--- config.mk ---
export PLATFORM = sky130hd
export DESIGN_NAME = fma_result_writer_flat
export DESIGN_NICKNAME = d
export VERILOG_FILES = /design/src/rtl/fma_result_writer_pkg.sv /design/src/rtl/fma_result_writer_if.sv /design/src/rtl/fma_result_writer_sfifo.sv /design/src/rtl/fma_result_writer.sv /design/src/flat_wrapper.sv
export SDC_FILE = /design/constraint.sdc
export NUM_CORES = 1
export LEC_CHECK = 0
export CAP_MARGIN = 20
export CORE_ASPECT_RATIO = 0.75
export CORE_MARGIN = 2
export CORE_UTILIZATION = 60
export CTS_BUF_LIST = sky130_fd_sc_hd__clkbuf_8 sky130_fd_sc_hd__clkbuf_16
export DETAILED_ROUTE_END_ITERATION = 10
export PLACE_DENSITY = 0.8
export SLEW_MARGIN = 20
export SYNTH_ARGS = -nofsm -noshare
export SYNTH_HDL_FRONTEND = slang
export SYNTH_SLANG_ARGS = --single-unit
--- constraint.sdc ---
create_clock -name clk -period 3.74 [get_ports clk]
set_input_delay 0.748 -clock clk [delete_from_list [all_inputs] [get_ports clk]]
set_output_delay 0.748 -clock clk [all_outputs]
set_load 0.05 [all_outputs]
--- src/rtl/fma_result_writer_pkg.sv ---
`default_nettype none
// ============================================================================
// Module : fma_result_writer_pkg
// Brief  : Shared types and constants for the FMA result writer
//          (FSM state encoding, FP32 sign-bit index, ReLU zero value).
// Rev    : 1.0  initial release
// ============================================================================
package fma_result_writer_pkg;

  // Job FSM states
  typedef enum logic [1:0] {
    ST_IDLE  = 2'd0,
    ST_RUN   = 2'd1,
    ST_DRAIN = 2'd2,
    ST_DONE  = 2'd3
  } state_e;

  // IEEE-754 single precision layout
  localparam int FP_SIGN_BIT = 31;
  localparam int FP_WIDTH    = FP_SIGN_BIT + 1;

  // Value stored in place of a negative result when ReLU is enabled (+0.0)
  localparam logic [FP_WIDTH-1:0] RELU_ZERO = '0;

endpackage
`default_nettype wire

--- src/rtl/fma_result_writer_if.sv ---
`default_nettype none
// ============================================================================
// Module : fma_result_writer_if
// Brief  : Bundles job parameters, FMA result stream, memory write port and
//          status of the result writer. slave = writer, master = environment.
// Rev    : 1.0  initial release
// ============================================================================
interface fma_result_writer_if #(
  parameter int LDW = 32,
  parameter int AW  = 32,
  parameter int WDW = 30
);
  // Job parameters
  logic           param_ena;
  logic [WDW-1:0] param_olength;
  logic [AW-1:0]  param_addr;
  logic           param_relu;
  // Result stream from the FMA (no back-pressure)
  logic           data_act;
  logic [LDW-1:0] data_out;
  // Memory write port
  logic           wr_req;
  logic [AW-1:0]  wr_addr;
  logic [LDW-1:0] wr_dat;
  logic           wr_ack;
  // Status
  logic           busy;
  logic           done;
  logic           ovf_err;

  modport slave (
    input  param_ena, param_olength, param_addr, param_relu,
    input  data_act, data_out, wr_ack,
    output wr_req, wr_addr, wr_dat, busy, done, ovf_err
  );

  modport master (
    output param_ena, param_olength, param_addr, param_relu,
    output data_act, data_out, wr_ack,
    input  wr_req, wr_addr, wr_dat, busy, done, ovf_err
  );
endinterface
`default_nettype wire

--- src/rtl/fma_result_writer_sfifo.sv ---
`default_nettype none
// ============================================================================
// Module : fma_result_writer_sfifo
// Brief  : Synchronous FIFO, DEPTH x DW, with synchronous clear. A push while
//          full succeeds only when a pop happens in the same cycle.
// Rev    : 1.0  initial release
// ============================================================================
module fma_result_writer_sfifo #(
  parameter int DW    = 32,
  parameter int DEPTH = 16,
  parameter int PW    = 4
) (
  input  logic          clk,
  input  logic          rst_n,
  input  logic          clr_i,
  input  logic          push_i,
  input  logic [DW-1:0] din_i,
  input  logic          pop_i,
  output logic [DW-1:0] dout_o,
  output logic          full_o,
  output logic          empty_o,
  output logic [PW:0]   count_o
);
  logic [DW-1:0] mem_q [DEPTH];
  logic [PW-1:0] wptr_q, rptr_q;
  logic [PW:0]   cnt_q;
  logic          do_push, do_pop;

  assign full_o  = (cnt_q == (PW+1)'(DEPTH));
  assign empty_o = (cnt_q == '0);
  assign count_o = cnt_q;
  assign dout_o  = mem_q[rptr_q];

  // A pop frees the slot the simultaneous push needs, so full+push+pop is legal
  assign do_pop  = pop_i && !empty_o;
  assign do_push = push_i && (!full_o || pop_i);

  // Storage array (no reset needed, occupancy is tracked by the counter)
  always_ff @(posedge clk) begin
    if (do_push) mem_q[wptr_q] <= din_i;
  end

  // Pointers and occupancy count
  always_ff @(posedge clk or negedge rst_n) begin
    if (!rst_n) begin
      wptr_q <= '0;
      rptr_q <= '0;
      cnt_q  <= '0;
    end else if (clr_i) begin
      wptr_q <= '0;
      rptr_q <= '0;
      cnt_q  <= '0;
    end else begin
      if (do_push) wptr_q <= wptr_q + PW'(1);
      if (do_pop)  rptr_q <= rptr_q + PW'(1);
      cnt_q <= cnt_q + {{PW{1'b0}}, do_push} - {{PW{1'b0}}, do_pop};
    end
  end
endmodule
`default_nettype wire

--- src/rtl/fma_result_writer.sv ---
`default_nettype none
// ============================================================================
// Module : fma_result_writer
// Brief  : Captures FMA results, optionally clamps negatives to +0.0, buffers
//          them and writes them to consecutive addresses over a req/ack port.
//          Pulses done once the requested number of results has been written.
// Rev    : 1.0  initial release
// ============================================================================
module fma_result_writer
  import fma_result_writer_pkg::*;
#(
  parameter int LDW = FP_WIDTH,
  parameter int AW  = 32,
  parameter int WDW = 30,
  parameter int FD  = 16,
  parameter int FAW = 4
) (
  input  logic               clk,
  input  logic               rst_n,
  fma_result_writer_if.slave bus
);
  state_e         state_q, state_d;
  logic [WDW-1:0] olen_q, in_cnt_q;
  logic           relu_q;
  logic           cap_vld_q;
  logic [LDW-1:0] cap_dat_q;
  logic           wr_req_q;
  logic [AW-1:0]  wr_addr_q;
  logic [LDW-1:0] wr_dat_q;
  logic           ovf_q;

  logic           start, accept, pop;
  logic           fifo_full, fifo_empty;
  logic [LDW-1:0] fifo_head, capt;
  logic [FAW:0]   fifo_cnt;

  assign start  = bus.param_ena && (state_q == ST_IDLE);
  assign accept = bus.data_act && (state_q == ST_RUN) && (in_cnt_q < olen_q);
  assign pop    = wr_req_q && bus.wr_ack;
  // Sign bit set covers negatives, -0.0 and negative NaNs alike
  assign capt   = (relu_q && bus.data_out[LDW-1]) ? LDW'(RELU_ZERO) : bus.data_out;

  fma_result_writer_sfifo #(
    .DW    (LDW),
    .DEPTH (FD),
    .PW    (FAW)
  ) u_fifo (
    .clk     (clk),
    .rst_n   (rst_n),
    .clr_i   (start),
    .push_i  (cap_vld_q),
    .din_i   (cap_dat_q),
    .pop_i   (pop),
    .dout_o  (fifo_head),
    .full_o  (fifo_full),
    .empty_o (fifo_empty),
    .count_o (fifo_cnt)
  );

  // FSM state register
  always_ff @(posedge clk or negedge rst_n) begin
    if (!rst_n) state_q <= ST_IDLE;
    else        state_q <= state_d;
  end

  // FSM next state; DRAIN waits for the capture stage, FIFO and port to empty
  always_comb begin
    state_d = state_q;
    case (state_q)
      ST_IDLE:  if (bus.param_ena)
                  state_d = (bus.param_olength == '0) ? ST_DONE : ST_RUN;
      ST_RUN:   if (in_cnt_q == olen_q) state_d = ST_DRAIN;
      ST_DRAIN: if ((fifo_cnt == '0) && !wr_req_q && !cap_vld_q) state_d = ST_DONE;
      ST_DONE:  state_d = ST_IDLE;
      default:  state_d = ST_IDLE;
    endcase
  end

  // Job parameter latch, accepted-result counter and one-word capture stage
  always_ff @(posedge clk or negedge rst_n) begin
    if (!rst_n) begin
      olen_q    <= '0;
      relu_q    <= 1'b0;
      in_cnt_q  <= '0;
      cap_vld_q <= 1'b0;
      cap_dat_q <= '0;
    end else begin
      if (start) begin
        olen_q   <= bus.param_olength;
        relu_q   <= bus.param_relu;
        in_cnt_q <= '0;
      end else if (accept) begin
        in_cnt_q <= in_cnt_q + WDW'(1);
      end
      cap_vld_q <= accept;
      if (accept) cap_dat_q <= capt;
    end
  end

  // Sticky overflow flag: a captured word met a full FIFO with no pop to make room
  always_ff @(posedge clk or negedge rst_n) begin
    if (!rst_n)                                  ovf_q <= 1'b0;
    else if (start)                              ovf_q <= 1'b0;
    else if (cap_vld_q && fifo_full && !pop)     ovf_q <= 1'b1;
  end

  // Write port: present FIFO head when idle, pop and advance address on ack
  always_ff @(posedge clk or negedge rst_n) begin
    if (!rst_n) begin
      wr_req_q  <= 1'b0;
      wr_addr_q <= '0;
      wr_dat_q  <= '0;
    end else if (start) begin
      wr_addr_q <= bus.param_addr;
    end else if (pop) begin
      wr_req_q  <= 1'b0;
      wr_addr_q <= wr_addr_q + AW'(LDW / 8);
    end else if (!wr_req_q && !fifo_empty) begin
      wr_req_q  <= 1'b1;
      wr_dat_q  <= fifo_head;
    end
  end

  assign bus.wr_req  = wr_req_q;
  assign bus.wr_addr = wr_addr_q;
  assign bus.wr_dat  = wr_dat_q;
  assign bus.busy    = (state_q != ST_IDLE);
  assign bus.done    = (state_q == ST_DONE);
  assign bus.ovf_err = ovf_q;
endmodule
`default_nettype wire

--- src/flat_wrapper.sv ---
// flat-port wrapper written by rule: the top's interface ports become plain ports
module fma_result_writer_flat import fma_result_writer_pkg::*;
#(
  parameter int LDW = FP_WIDTH,
  parameter int AW  = 32,
  parameter int WDW = 30,
  parameter int FD  = 16,
  parameter int FAW = 4
)
  (clk, rst_n, bus_param_ena, bus_param_olength, bus_param_addr, bus_param_relu, bus_data_act, bus_data_out, bus_wr_ack, bus_wr_req, bus_wr_addr, bus_wr_dat, bus_busy, bus_done, bus_ovf_err);
  fma_result_writer_if #(.LDW(LDW), .AW(AW), .WDW(WDW)) bus_i ();
  input  logic clk;
  input  logic rst_n;
  input wire logic [$bits(bus_i.param_ena)-1:0] bus_param_ena;
  input wire logic [$bits(bus_i.param_olength)-1:0] bus_param_olength;
  input wire logic [$bits(bus_i.param_addr)-1:0] bus_param_addr;
  input wire logic [$bits(bus_i.param_relu)-1:0] bus_param_relu;
  input wire logic [$bits(bus_i.data_act)-1:0] bus_data_act;
  input wire logic [$bits(bus_i.data_out)-1:0] bus_data_out;
  input wire logic [$bits(bus_i.wr_ack)-1:0] bus_wr_ack;
  output wire logic [$bits(bus_i.wr_req)-1:0] bus_wr_req;
  output wire logic [$bits(bus_i.wr_addr)-1:0] bus_wr_addr;
  output wire logic [$bits(bus_i.wr_dat)-1:0] bus_wr_dat;
  output wire logic [$bits(bus_i.busy)-1:0] bus_busy;
  output wire logic [$bits(bus_i.done)-1:0] bus_done;
  output wire logic [$bits(bus_i.ovf_err)-1:0] bus_ovf_err;
  assign bus_i.param_ena = bus_param_ena;
  assign bus_i.param_olength = bus_param_olength;
  assign bus_i.param_addr = bus_param_addr;
  assign bus_i.param_relu = bus_param_relu;
  assign bus_i.data_act = bus_data_act;
  assign bus_i.data_out = bus_data_out;
  assign bus_i.wr_ack = bus_wr_ack;
  assign bus_wr_req = bus_i.wr_req;
  assign bus_wr_addr = bus_i.wr_addr;
  assign bus_wr_dat = bus_i.wr_dat;
  assign bus_busy = bus_i.busy;
  assign bus_done = bus_i.done;
  assign bus_ovf_err = bus_i.ovf_err;
  fma_result_writer #(.LDW(LDW), .AW(AW), .WDW(WDW), .FD(FD), .FAW(FAW)) u_core (.clk(clk), .rst_n(rst_n), .bus(bus_i));
endmodule
**Word-level counts from Yosys, hierarchy flattened**

Memories as Yosys holds them, arrays and structs flattened. A register that Yosys moved wholly into a read port is not among the register bits.
Cells that the tools add are included.
W data, S select, Z words.

- Flip-flop bits (word level): 143
- Bits in writable memories: 512
- Bits of input ports: 100
- Output and inout port bits: 68
- Logic and storage cells: 83
- Memories kept: 1

Memories:

| memory | depth | width | read ports | clocked after memory_dff | wr ports | line | source |
|---|---|---|---|---|---|---|---|
| u_core.u_fifo.mem_q | 16 | 32 | 1 | 1 | 1 | fma_result_writer_sfifo.sv:24 | `logic [DW-1:0] mem_q [DEPTH];` |

- Add/sub/neg operators: 6
- $lt $le $gt $ge: 1
- Equality and inequality tests: 8
- Multiplexer cells: 21
- Bitwise gates (word level): 2
- Reductions and logical operators: 32

Operators with widths:

| operator | number |
|---|---|
| $mux W32 | 3 |
| $mux W30 | 2 |
| $add A32 B3 Y32 const B | 1 |
| $add A30 B1 Y30 const B | 1 |
| $eq A30 B30 Y1 | 1 |
| $logic_not A30 Y1 | 1 |
| $lt A30 B30 Y1 | 1 |
| $mux W4 | 4 |
| $reduce_bool A2 Y1 | 7 |
| $logic_and A1 B1 Y1 | 12 |
| $add A4 B1 Y4 const B | 2 |
| $mux W2 | 4 |
| $pmux W2 S4 | 1 |
| $logic_not A1 Y1 | 6 |
| $mux W1 | 6 |
| $reduce_and A3 Y1 | 2 |
| $add A5 B1 Y5 | 1 |
| $eq A5 B5 Y1 const B | 1 |
| $logic_not A5 Y1 | 1 |
| $mux W5 | 1 |
| $sub A5 B1 Y5 | 1 |
| $eq A2 B2 Y1 const B | 2 |
| $ne A2 B2 Y1 const B | 2 |
| $eq A2 B1 Y1 const B | 1 |
| other kinds (5) | 6 |

**Logic depth before layout (Yosys ltp)**

- Word-level depth: 7
- Gate-level depth with buffers: 18
- Depth with buffers taken out: 17

**Modules after synthesis**

Synthesis repeated with hierarchy kept, for this count alone.

- Cells, all modules: 1882
- Area, all modules: 28711.3 um2

By module, submodules not included:

| module | instances | cells each | area an instance (um2) | seq. area each (um2) |
|---|---|---|---|---|
| fma_result_writer_sfifo | 1 | 1023 | 20480.9 | 15700.1 |
| fma_result_writer | 1 | 859 | 8230.4 | 4053.9 |

**Worst setup path after synthesis**

OpenSTA, ideal clock, no wires.

- Kind: flip-flop to flip-flop
- Start: register u_core.wr_req_q, in the netlist u_core.bus.wr_req
- End: memory u_core.u_fifo.mem_q[10][0], enable pin
- Library setup time: 0.392 ns
- Data arrival time: 2.536 ns
- Data required time: 3.348 ns
- Path slack: 0.812 ns
- Cell stages (with the launch flop): 8
- Path buffers: 1
- Period minus slack after synthesis: 2.928 ns
- Cells stage by stage: dfrtp_1 -> nand2_1 -> nand3_1 -> and2_1 -> clkbuf_1 -> inv_1 -> nor3b_1 -> and2_1

- Cells in the longest elaborated chain, start to end: 5

Ends and longest elaborated chain:

| item | line | source |
|---|---|---|
| start: declaration | fma_result_writer.sv:27 | `logic wr_req_q;` |
| start signal: assignment | fma_result_writer.sv:110 | `wr_req_q <= 1'b0;` |
| start signal: assignment | fma_result_writer.sv:116 | `wr_req_q <= 1'b0;` |
| start signal: assignment | fma_result_writer.sv:119 | `wr_req_q <= 1'b1;` |
| $logic_and A1 B1 Y1 | fma_result_writer.sv:39 | `assign pop = wr_req_q && bus.wr_ack;` |
| $logic_or A1 B1 Y1 | fma_result_writer_sfifo.sv:36 | `assign do_push = push_i && (!full_o \|\| pop_i);` |
| $logic_and A1 B1 Y1 | fma_result_writer_sfifo.sv:36 |  |
| $mux W1 | fma_result_writer_sfifo.sv:40 | `if (do_push) mem_q[wptr_q] <= din_i;` |
| $mux W1 (implied by the code) | fma_result_writer_sfifo.sv:40 |  |
| end: declaration | fma_result_writer_sfifo.sv:24 |  |

Every way passes these cells.

**Final worst setup path**

- Start: register u_core.state_q[0]
- End: output bus_busy

- Cells in the longest elaborated chain, start to end: 1

Ends and longest elaborated chain:

| item | line | source |
|---|---|---|
| start: declaration | fma_result_writer.sv:22 | `state_e state_q, state_d;` |
| start signal: assignment | fma_result_writer.sv:63 | `else state_q <= state_d;` |
| $reduce_bool A2 Y1 | fma_result_writer.sv:127 | `assign bus.busy = (state_q != ST_IDLE);` |
| end: declaration | flat_wrapper.sv:24 | `output wire logic [$bits(bus_i.busy)-1:0] bus_busy;` |

Every way passes these cells.

==> impl_results.rst <==
.. list-table::
   :header-rows: 1

   * - Metric
     - Value
   * - Post-synth EDFFs
     - 512
   * - PortBufs
     - 167
   * - Power per cell area
     - 745 mW/mm^2
   * - Number of H-tree levels
     - 3
   * - Fin cells
     - 2,767
   * - Startpoint class of the critical path
     - register
   * - Number of rows in the core area
     - 69
   * - Async set-reset flop share out of synthesis
     - 25.5%
   * - Worst voltage drop across the vdd grid
     - 0.573 mV
   * - Final worst path period need
     - 3.04 ns
   * - Initial core utilization
     - 60.6%
   * - Pre-Repair DR Iteration Count
     - 5
   * - Area of the core
     - 0.0471 sq mm
   * - Most frequent standard cell in the layout excluding fill and tap cells
     - edfxtp_1
   * - Number of fill cells
     - 2,959
   * - Clock root buffer master
     - clkbuf_16
   * - Arrival time at the worst endpoint
     - 2.29 ns
   * - Maximum number of buffers from clock root to sink
     - 3
   * - Clock skew
     - 0.0333 ns
   * - CTS tree
     - built
   * - Critical path type
     - register to output port
   * - Wire length of the first global-routing pass
     - 103,000 um
   * - Required time reported for the critical path endpoint
     - 2.99 ns
   * - Total gr overflow
     - 0
   * - Area delta synth->final
     - 16.7%
   * - Gpl congestion
     - 0.831
   * - Die extent in y
     - 193 um
   * - Number of flip-flops and latches in the synthesized netlist
     - 687
   * - Number of global-route vias before repair
     - 17,511
   * - Number of DRC markers after the initial detailed-route iteration
     - 1,996
   * - Insertion delay to the later sink of the worst-skew pair
     - 0.61 ns
   * - Clk sink count
     - 687
   * - Number of max-cap violations
     - 0
   * - Leakage power summed over all cells
     - 11.9 nW
   * - Maximum clock frequency
     - 329 MHz
   * - Final ANT Viol Nets
     - 0
   * - Post-layout net count
     - 2,222
   * - Hold violation count in the final report
     - 0
   * - HPWL reported at the end of detailed placement
     - 39,400 um
   * - Number of buffers added for setup after CTS
     - 0
   * - Syn Inst Count
     - 1,902
   * - Unique cell type count in the Yosys netlist
     - 54
   * - Largest stage delay, worst path
     - 0.83 ns
   * - Max_slew headroom
     - 31.1%
   * - TNS Setup
     - 0 ns
   * - GRT Total Usage
     - 27.5%
   * - Average routed wire per standard cell
     - 24.1 um
   * - Cell with the biggest individual delay on the critical path
     - clkdlybuf4s50_1
   * - Cell with the most instances on the worst path
     - inv_1
   * - Number of CTS-inserted buffers
     - 67
   * - Wire length after detailed routing
     - 66,600 um
   * - Initial antenna violation count
     - 0
   * - Total DRC errors in the routed layout
     - 0
   * - Cell breakdown of the critical path
     - inv_1, ha_1, inv_1, clkdlybuf4s50_1
   * - Worst Setup Slack, final
     - 0.705 ns
   * - Worst Setup End Kind
     - output port
   * - Share of the clock period used by the worst path
     - 81.2%
   * - Commonest cells after routing, fill and taps aside
     - edfxtp_1, nand2_1, dfrtp_1
   * - Power after layout
     - 0.0248 W
   * - DP Worst Slack
     - 0.431 ns
   * - Run status
     - completed
   * - Clock transition time at the flip-flop clock pins of the worst setup and hold paths
     - 0.06 ns
   * - Worst-margin pin slew
     - 1.03 ns
   * - Total via count after detailed routing
     - 17,572
   * - Ant. Diodes
     - 0
   * - Mean cell area of the mapped netlist
     - 15.0 sq um
   * - Area of the mapped netlist
     - 0.0286 sq mm
   * - Hold-fix buffer count after cts
     - 0
   * - Yosys warnings
     - 0
   * - Endpoints failing setup
     - 0
   * - Die Footprint
     - 0.0494 sq mm
   * - Post-DR vias/cell
     - 6.35
   * - RSZ-0062 raised after global routing
     - false
   * - Most frequently used flop master after synthesis
     - edfxtp_1
   * - Sequential share of the synthesized area
     - 69.2%
   * - Hold Crit Class
     - input pin to async pin
   * - Floorplan die width
     - 256 um
   * - Share of layout cells above drive strength 1
     - 11.2%
   * - Number of placed instances, taps included
     - 2,643
   * - Total nets after synthesis
     - 2,051
   * - Crit Path Max Fanout
     - 4
   * - Quantity of gates resized following cts
     - 0
   * - Max-slew violation total from the final report
     - 0
   * - Maximum number of pins on one net before global-route repair
     - 161
   * - I/O pin count
     - 168
report_power, final:
group | switching [W] | internal [W] | total [W]
Clock | 0.00282 | 0.00372 | 0.00654
Sequential | 0.00133 | 0.00985 | 0.0112
Combinational | 0.00435 | 0.00277 | 0.00712
Total | 0.00850 | 0.0163 | 0.0248
routing by layer:
metal	up-vias	share of wire [%]	global-route usage, %
met5	-	0	0
met4	0	2.7	9.15
met3	127	8.2	5.37
met2	868	48	44.4
met1	8846	41	38.4
li1	7731	-	-
worst paths after layout:
path / to / startpoint / cells after the start / slack [ns]
worst max-delay path: bus_busy / u_core.state_q[0]$_DFFE_PN0P_ / 4 / 0.70
worst min-delay path: u_core.bus.wr_addr[30]$_DFFE_PN0N_ / rst_n / 1 / 0.26
worst max register to register: u_core.cap_dat_q[28]$_DFFE_PN0P_ / u_core.in_cnt_q[28]$_DFFE_PN0P_ / 8 / 0.78
worst min register to register: u_core.bus.wr_dat[26]$_DFFE_PN0P_ / u_core.bus.wr_dat[26]$_DFFE_PN0P_ / 2 / 0.47
max in group asynchronous: u_core.bus.wr_dat[21]$_DFFE_PN0P_ / rst_n / 2 / 2.60
min in group clk: u_core.bus.wr_dat[26]$_DFFE_PN0P_ / u_core.bus.wr_dat[26]$_DFFE_PN0P_ / 2 / 0.47
per-stage QoR:
stage / util (%) / hold slack [ns] / instance area (sq um)
finish: 70.7 / 0.262 / 33300
global route: 70.7 / 0.330 / 33300
floorplan: - / 0.450 / 28600
detailed placement: 66.1 / 0.468 / 31200
CTS: 70.7 / 0.309 / 33300
global placement: 66.1 / 0.462 / 31200
Yosys cell counts (32+ instances only):
library cell  count  area [sq um]
o31ai_1          55           413
o221ai_1         96           841
mux4_2           64          1440
dfrtp_1         175          4380
nor2_1           32           120
clkbuf_1         66           248
o21ai_0         105           526
inv_1            48           180
mux2i_1         130          1300
edfxtp_1        512         15400
ha_1             48           601
nand2_1         244           916
a21oi_1          42           210
cell families after synthesis:
family / synth area share, %
buf+inv: 2.39
compound gates: 8.12
mux: 9.64
simple gates: 7.32
fa+ha+maj: 2.17
xor+xnor: 1.17
flops: 69.2
state kept, by name, indices dropped and copies added (netlist names):
name and count:
u_core.u_fifo.wptr_q 4, u_core.u_fifo.count_o 5, u_core.bus.wr_dat 32, u_core.cap_vld_q 1
u_core.cap_dat_q 32, u_core.bus.ovf_err 1, u_core.bus.wr_addr 32, u_core.u_fifo.rptr_q 4
u_core.bus.wr_req 1, u_core.u_fifo.mem_q 512, u_core.olen_q 30, u_core.state_q 2
u_core.in_cnt_q 30, u_core.relu_q 1
worst max-delay path, delay by kind of cell (launching register included):
family	cells	cell delay, ns
flip-flops	1	0.41
buffers and inverters	3	1.03
adder cells (fa/ha/maj)	1	0.25
cell type report:
class                      instances  area, sq um  share of cell area, %
sequential                       687        19800                   59.3
inverter                          48          180                  0.541
clock buffer                      74         1820                   5.46
multi-input combinational       1057         8150                   24.5
timing repair buffer             212         2280                   6.83
clock inverter                    50          332                  0.995
tap                              639          800                   2.40
Power figures use the tool's default switching activity.
